## src/rtl/huffman_encoder.sv

```systemverilog
// huffman_encoder: looks up each incoming symbol in a run-time programmable
// code table and packs the variable-length codes MSB-first into OUT_WIDTH-bit
// words. A flush drains the final partial word, zero-padded in its LSBs,
// and then pulses flush_done for one cycle.
module huffman_encoder #(
    parameter int SYM_WIDTH    = 5,
    parameter int MAX_CODE_LEN = 10,
    parameter int OUT_WIDTH    = 32
) (
    input  logic                    clk,
    input  logic                    rst,
    input  logic                    tbl_we,
    input  logic [SYM_WIDTH-1:0]    tbl_addr,
    input  logic [MAX_CODE_LEN-1:0] tbl_code,
    input  logic [3:0]              tbl_len,
    input  logic                    sym_valid,
    output logic                    sym_ready,
    input  logic [SYM_WIDTH-1:0]    sym_data,
    input  logic                    flush,
    output logic                    flush_done,
    output logic                    out_valid,
    input  logic                    out_ready,
    output logic [OUT_WIDTH-1:0]    out_data,
    output logic [5:0]              out_bits,
    output logic                    err_len
);

    // The accumulator holds one full word plus the longest code, so a code
    // can always be appended while fill is still below OUT_WIDTH.
    localparam int ACC_W  = OUT_WIDTH + MAX_CODE_LEN;
    localparam int FILL_W = $clog2(ACC_W + 1);
    localparam int DEPTH  = 1 << SYM_WIDTH;

    typedef enum logic [1:0] {
        ST_RUN   = 2'd0,
        ST_FLUSH = 2'd1,
        ST_DONE  = 2'd2
    } state_t;

    // Lengths above MAX_CODE_LEN are clamped so the accumulator cannot overflow.
    function automatic logic [3:0] cap_len(input logic [3:0] len);
        if (len > 4'(MAX_CODE_LEN)) begin
            return 4'(MAX_CODE_LEN);
        end else begin
            return len;
        end
    endfunction

    // Right-aligned code masked to len bits and moved so that its MSB lands
    // directly below the fill bits already occupying the top of the accumulator.
    function automatic logic [ACC_W-1:0] place_code(
        input logic [MAX_CODE_LEN-1:0] code,
        input logic [3:0]              len,
        input logic [FILL_W-1:0]       fill
    );
        logic [ACC_W-1:0]  mask;
        logic [FILL_W-1:0] sh;
        mask = (ACC_W'(1) << len) - ACC_W'(1);
        sh   = FILL_W'(ACC_W) - fill - FILL_W'(len);
        return (ACC_W'(code) & mask) << sh;
    endfunction

    logic [MAX_CODE_LEN-1:0] tbl_code_r [DEPTH];
    logic [3:0]              tbl_len_r  [DEPTH];

    logic [ACC_W-1:0]  acc_r;
    logic [FILL_W-1:0] fill_r;
    state_t            state_r;
    logic              err_len_r;

    logic                    sym_ready_s;
    logic                    out_valid_s;
    logic                    accept_s;
    logic                    emit_s;
    logic [FILL_W-1:0]       take_s;
    logic [3:0]              cur_len_s;
    logic [MAX_CODE_LEN-1:0] cur_code_s;
    logic [ACC_W-1:0]        acc_nxt_s;
    logic [FILL_W-1:0]       fill_nxt_s;
    state_t                  state_nxt_s;

    // Handshake and output decode derived from the registered state.
    always_comb begin
        sym_ready_s = (state_r == ST_RUN) && (fill_r < FILL_W'(OUT_WIDTH)) && !rst;
        if (((state_r == ST_RUN) || (state_r == ST_FLUSH)) && (fill_r >= FILL_W'(OUT_WIDTH))) begin
            out_valid_s = 1'b1;
        end else if ((state_r == ST_FLUSH) && (fill_r != FILL_W'(0))) begin
            out_valid_s = 1'b1;
        end else begin
            out_valid_s = 1'b0;
        end
        if (fill_r >= FILL_W'(OUT_WIDTH)) begin
            take_s = FILL_W'(OUT_WIDTH);
        end else begin
            take_s = fill_r;
        end
        accept_s   = sym_valid && sym_ready_s;
        emit_s     = out_valid_s && out_ready;
        cur_len_s  = cap_len(tbl_len_r[sym_data]);
        cur_code_s = tbl_code_r[sym_data];
    end

    // Next accumulator, fill and state; accept and emit are mutually exclusive.
    always_comb begin
        acc_nxt_s   = acc_r;
        fill_nxt_s  = fill_r;
        state_nxt_s = state_r;
        if (accept_s) begin
            acc_nxt_s  = acc_r | place_code(cur_code_s, cur_len_s, fill_r);
            fill_nxt_s = fill_r + FILL_W'(cur_len_s);
        end else if (emit_s) begin
            acc_nxt_s  = acc_r << take_s;
            fill_nxt_s = fill_r - take_s;
        end else begin
            acc_nxt_s  = acc_r;
            fill_nxt_s = fill_r;
        end
        case (state_r)
            ST_RUN: begin
                if (flush) begin
                    state_nxt_s = ST_FLUSH;
                end else begin
                    state_nxt_s = ST_RUN;
                end
            end
            ST_FLUSH: begin
                if (fill_nxt_s == FILL_W'(0)) begin
                    state_nxt_s = ST_DONE;
                end else begin
                    state_nxt_s = ST_FLUSH;
                end
            end
            ST_DONE: begin
                state_nxt_s = ST_RUN;
            end
            default: begin
                state_nxt_s = ST_RUN;
            end
        endcase
    end

    // Code table: cleared by reset, written only through the tbl_* port.
    always_ff @(posedge clk) begin
        if (rst) begin
            for (int i = 0; i < DEPTH; i++) begin
                tbl_code_r[i] <= '0;
                tbl_len_r[i]  <= 4'd0;
            end
        end else if (tbl_we) begin
            tbl_code_r[tbl_addr] <= tbl_code;
            tbl_len_r[tbl_addr]  <= tbl_len;
        end
    end

    // Packing datapath, flush state machine and sticky length error.
    always_ff @(posedge clk) begin
        if (rst) begin
            acc_r     <= '0;
            fill_r    <= '0;
            state_r   <= ST_RUN;
            err_len_r <= 1'b0;
        end else begin
            acc_r   <= acc_nxt_s;
            fill_r  <= fill_nxt_s;
            state_r <= state_nxt_s;
            if (accept_s && (tbl_len_r[sym_data] == 4'd0)) begin
                err_len_r <= 1'b1;
            end
        end
    end

    assign sym_ready  = sym_ready_s;
    assign out_valid  = out_valid_s;
    assign out_data   = acc_r[ACC_W-1 -: OUT_WIDTH];
    assign out_bits   = 6'(take_s);
    assign flush_done = (state_r == ST_DONE);
    assign err_len    = err_len_r;

endmodule

```

## config.mk

```make
export PLATFORM = sky130hd
export DESIGN_NAME = huffman_encoder
export DESIGN_NICKNAME = d
export VERILOG_FILES = /design/src/rtl/huffman_encoder.sv
export SDC_FILE = /design/constraint.sdc
export NUM_CORES = 1
export LEC_CHECK = 0
export ABC_AREA = 1
export ABC_CLOCK_PERIOD_IN_PS = 4470
export BUFFER_PORTS_ARGS = -buffer_cell sky130_fd_sc_hd__buf_2
export CELL_PAD_IN_SITES_DETAIL_PLACEMENT = 1
export CELL_PAD_IN_SITES_GLOBAL_PLACEMENT = 2
export CORE_UTILIZATION = 40
export CTS_BUF_LIST = sky130_fd_sc_hd__clkbuf_8
export CTS_CLUSTER_DIAMETER = 50
export DETAILED_ROUTE_END_ITERATION = 10
export PLACE_DENSITY = 0.84
export SLEW_MARGIN = 20
export SYNTH_ARGS = -nofsm -noshare
export SYNTH_HDL_FRONTEND = slang
export SYNTH_SLANG_ARGS = --single-unit
```

## constraint.sdc

```tcl
create_clock -name clk -period 4.47 [get_ports clk]
set_input_delay 0.2235 -clock clk [delete_from_list [all_inputs] [get_ports clk]]
set_output_delay 0.2235 -clock clk [all_outputs]
set_load 0.02 [all_outputs]
```

======== Word level (Yosys, flattened, before mapping) ========
Memories as Yosys holds them, arrays and structs flattened.
Cells that the tools add are included.
storage, ports and cells
  bits in registers ....................... 51
  RAM bits ................................ 448
  input bits .............................. 30
  output and inout port bits .............. 42
  word-level logic and storage cells ...... 59
  memories kept ........................... 2
operators by class
  $add $sub $neg .......................... 5
  magnitude comparators ................... 3
  equality and inequality tests ........... 2
  shift-type cells ........................ 3
  muxes and demuxes ....................... 22
  bitwise logic cells ..................... 2
  reductions and logical operators ........ 16
memory list
  memory      depth  bits a word  read ports  clocked after memory_dff  write ports  RTL line  text
  tbl_code_r  32     10           1           0                         32           63        logic [MAX_CODE_LEN-1:0] tbl_code_r [DEPTH];
  tbl_len_r   32     4            1           0                         32           64        logic [3:0] tbl_len_r [DEPTH];
operator list
  cell                                                      number
  2-to-1 mux 42 bit                                         2
  << shifter 42 x 6 -> 42 bit                               2
  AND 10 x 42 -> 42 bit                                     1
  bitwise OR 42 bit                                         1
  << shifter 1 x 4 -> 42 bit, first input constant          1
  subtractor 42 x 2 -> 42 bit, second input constant        1
  2-to-1 mux 6 bit                                          3
  2-to-1 mux 1 bit                                          10
  2-to-1 mux 10 bit                                         1
  2-to-1 mux 5 bit                                          2
  OR reduction 10 bit                                       1
  2-to-1 mux 4 bit                                          2
  logical AND 1 bit                                         7
  adder 6 x 4 -> 6 bit                                      1
  greater-or-equal comparator 6 bit, second input constant  1
  zero test 6 bit                                           1
  < comparator 6 bit, second input constant                 1
  nonzero test 6 bit                                        1
  subtractor 6 x 4 -> 6 bit                                 1
  subtractor 6 bit                                          1
  subtractor 6 bit, first input constant                    1
  > comparator 4 bit, second input constant                 1
  zero test 4 bit                                           1
  one-hot mux 2 bit (2 select lines)                        1
  8 further kinds                                           8

======== Depth between registers and ports, before layout ========
  depth in word-level cells ............... 10
  mapped depth ............................ 29

======== Least setup slack after synthesis ========
OpenSTA, ideal clock, no wires.
  kind .................................... in2reg
  start ................................... input sym_data[0]
  end ..................................... register acc_r[37]
  arrival ................................. 3919 ps
  required time ........................... 4400 ps
  setup slack ............................. 481 ps
  cell stages on the path ................. 27
  path buffers ............................ 3
  cell sequence ........................... buf_6 -> inv_8 -> buf_6 -> nand2_1 -> nand3_1 -> nand3_1 -> nand3_1 -> nand2_1 -> nand2_1 -> nand2_1 -> o21ai_0 -> nand2_1 -> nand2_1 -> inv_1 -> ha_1 -> ha_1 -> inv_1 -> fa_1 -> o21ai_0 -> xnor2_1 -> clkinv_1 -> nor2_1 -> clkbuf_1 -> nand4_1 -> nand3_1 -> nand2_1 -> a21oi_1
on the way
  cells in the longest elaborated chain, start to end .. 9
  elaborated cells between the ends (all ways) .. 11
  classes of those cells .................. add/sub: 2; order compare: 1; shift: 2; mux: 2; bitwise: 2; memory: 2
RTL lines
  element                          RTL line  text
  start: declaration               18        input logic [SYM_WIDTH-1:0] sym_data,
  memory (32 x 4 bit)              n/a
  > comparator 4 bit               42        if (len > 4'(MAX_CODE_LEN)) begin
  2-to-1 mux 4 bit                 42
  << shifter 1 x 4 -> 42 bit       58        mask = (ACC_W'(1) << len) - ACC_W'(1);
  subtractor 42 x 2 -> 42 bit      58
  AND 10 x 42 -> 42 bit            60        return (ACC_W'(code) & mask) << sh;
  << shifter 42 x 6 -> 42 bit (*)  60
  bitwise OR 42 bit (*)            109       acc_nxt_s = acc_r | place_code(cur_code_s, cur_len_s, fill_r);
  2-to-1 mux 42 bit (*)            108       if (accept_s) begin
  end signal: assignment           163       acc_r <= acc_nxt_s;
  end: declaration                 66        logic [ACC_W-1:0] acc_r;
Every way passes the cells marked *; elsewhere a longest branch is shown, timed or not.
A chain may end at the register's enable or synchronous reset.

======== Worst setup path in the final report ========
  start ................................... memory tbl_len_r[28][0]
  end ..................................... register acc_r[22]
on the way
  cells in the longest elaborated chain, start to end .. 9
  elaborated cells between the ends (all ways) .. 10
  classes of those cells .................. add/sub: 2; order compare: 1; shift: 2; mux: 2; bitwise: 2; memory: 1
RTL lines
  element                          RTL line
  start: declaration               64
  memory (32 x 4 bit) (*)          n/a
  > comparator 4 bit               42
  2-to-1 mux 4 bit (*)             42
  << shifter 1 x 4 -> 42 bit       58
  subtractor 42 x 2 -> 42 bit      58
  AND 10 x 42 -> 42 bit            60
  << shifter 42 x 6 -> 42 bit (*)  60
  bitwise OR 42 bit (*)            109
  2-to-1 mux 42 bit (*)            108
Marks and branches as above.

==> impl_metrics.toml <==
[detailed_routing]
vias = 23500
drc = 0
wire_per_inst_um = 23.6
dr.pass1.iters = 5
viasPerCell = 5.71
finalWirelength_um = 97000
final_antenna_net_count = 0
first_iter_violations = 2093

[floorplanning]
fp.dieH_um = 260
die_width_um = 260
fp-row-count = 94
dieArea_mm2 = 0.0678
initial_core_util = 0.405
core-area_mm2 = 0.0659
num_io_pins = 72

[global_routing]
track_usage = 0.287
grt_overflow = 0
grt_pass1_vias = 23800
grt_antenna_before_repair = 1
grt_pass1_wl_um = 147000
grt_max_degree = 88

[timing]
finalHoldViolations = 0
worstMarginPinSlew_ns = 0.969
slew_violations = 0
post-route-period-util = 0.932
setup_ws_ns = 0.302
fin_skew_ns = 0.0333
holdWs_ns = 0.116
fmaxAchievable_mhz = 240
rsz0062_at_grt = "false"
setup_violations = 0
relSlewSlack = 0.349
fin_crit_ns = 4.17

[worst_setup_path]
crit_path_end_kind = "flop"
crit_type = "reg2reg"
worst_ep_arrival_time_ns = 4.79
critical_path.max_fanout = 12
crit_path_start_kind = "flop"
critical_path_required_ns = 5.09

[final_layout]
layout-drive-gt1-share = 0.108
final_common_cell = "nand2_1"
final_cell_mix = "nand2_1, nor2_1, edfxtp_1"
nets = 3222
area_growth_pct = 11.0

[clock_tree]
post_cts_buffers = 0
clk_path_buf_depth = 3
cts.sinks = 499
cts_root_buf = "clkbuf_8"
cts_tree = "built"
cts.clk_slew.worst_paths_ns = 0.06
htree_levels = 3
numCtsBuffers = 93
clk_latency_ns = 0.69

[power_and_ir_drop]
power_frac_seq = 0.361
powerDensity_mw_per_mm2 = 538
switching_share = 0.402
p_leak_nw = 12.0
clockPowerShare = 0.280
p_int_w = 0.00953
comb_power_share = 0.358
p_switching_w = 0.00641
ir_drop_mv = 0.261

[logic_synthesis]
postSynthCellCount = 3159
yosysUniqueCellTypes = 55
seq_area_frac_synth = 0.542
synth-edff-count = 448
synth.avg_cell_area_um2 = 8.45
synth-seq-cells = 499
synth_nets = 3209
syn-cell-area_mm2 = 0.0267
synthArstFlopShare = 0
yosys_warnings = 0
synth_top_flop_cell = "edfxtp_1"

[run_status]
outcome = "finished, final reports clean"

[placed_design]
dpl.hpwl_um = 66400
place_congestion = 0.927
io_buffer_count = 71
dp_slack_ns = -0.0518

[min_path]
hold_path_class = "in2reg"

[job]
drv_cap = 0
## logic make-up after synthesis
logic type | Yosys count | synth area share
and+or+nand+nor | 1769 | 0.271
muxes | 11 | 0.00412
DFF | 499 | 0.542
AOI/OAI and AO/OA | 446 | 0.0965
adders and majority gates | 20 | 0.0102
buffers and inverters | 409 | 0.0749
xor gates and xnor gates | 5 | 0.00164
## area by class of cell
cell class,instances,area [um2]
Multi-Input combinational cell,2251,10300
Clock inverter,72,483
Clock buffer,100,1380
Tap cell,864,1080
Inverter,135,517
Antenna cell,1,2.50
Sequential cell,499,14500
Fill cell,7867,36200
Timing Repair Buffer,192,1440
## stage by stage
stage / setup TNS [ns] / cells / util / instance area, um2 / total power (W)
floorplan: 0 / 3159 / - / 26700 / 0.00926
global placement: 0 / 3938 / 0.421 / 27700 / 0.0114
detailed placement: -0.108 / 3938 / 0.421 / 27700 / 0.0114
CTS: 0 / 4113 / 0.450 / 29600 / 0.0159
global route: 0 / 4114 / 0.450 / 29600 / 0.0167
finish: 0 / 4114 / 0.450 / 29600 / 0.0159
## synthesized netlist by cell type (all sizes together) (4+ instances only)
cell type	n	area, um2
a221o	4	40.0
a22oi	37	278
a31oi	15	93.8
clkinv	5	18.8
edfxtp	448	13500
o211ai	17	133
o21bai	4	33.8
o21a	7	52.6
o22ai	13	81.3
o311ai	10	87.6
nor2	530	2010
nand2	848	3200
clkbuf	132	495
buf	142	990
ha	17	213
o21ai	159	807
nor3	25	130
nand3	329	1650
inv	130	495
dfxtp	51	1020
nand4	31	194
mux2i	11	110
a21oi	164	828
## power by group through the flow
stage	clock network, W	registers (W)	logic (W)
floorplan	0	0.00571	0.00355
global placement	0	0.00583	0.00553
detailed placement	0	0.00585	0.00556
CTS	0.00454	0.00576	0.00559
global route	0.00472	0.00579	0.00617
finish	0.00447	0.00576	0.00571
## metal layers
metal / part of all wire / vias to the layer above / wire (um) / track usage
li1: - / 10700 / - / -
met1: 0.45 / 11800 / 43400 / 0.404
met2: 0.46 / 812 / 44800 / 0.454
met3: 0.063 / 156 / 6140 / 0.0409
met4: 0.027 / 0 / 2660 / 0.0947
met5: 0 / - / 0 / 0
## path summary, 6_finish.rpt
path                            slack (ns)  cells past startpoint             start         to
worst max-delay path                  0.30                     24  tbl_len_r[28][0]  acc_r[22]
worst min-delay path                  0.12                      4         out_ready  fill_r[0]
worst max register to register        0.30                     24  tbl_len_r[28][0]  acc_r[22]
worst min register to register        0.50                      2         acc_r[41]  acc_r[41]
## flip-flops by register name, summed over array words and instances (netlist names)
signal      count
acc_r          42
err_len         1
fill_r          6
state_r         2
tbl_code_r    320
tbl_len_r     128
## repair_timing
item | 4_1_cts | 5_1_grt
setup endpoints to repair | 0 | 30
resized for setup | 0 | 7
hold buffers | 3 | 0
endpoints found under the hold margin | 2 | 0
## worst max-delay path: stages (launching register included)
cell	delay [ns]
edfxtp_1	0.38
nand2_1	0.07
nand3_1	0.08
nand3_1	0.12
nand2_2	0.17
nand2_1	0.09
nand3_1	0.12
nand2_1	0.07
o21ai_0	0.19
nand2_1	0.13
nand2_1	0.12
inv_1	0.08
ha_1	0.29
ha_1	0.18
inv_1	0.07
fa_1	0.45
buf_4	0.16
xnor2_2	0.16
buf_4	0.23
nand4_1	0.21
nor3_1	0.35
nor2_1	0.09
nand2_1	0.08
nand2_1	0.05
a21oi_1	0.13
Power figures use the tool's default switching activity.
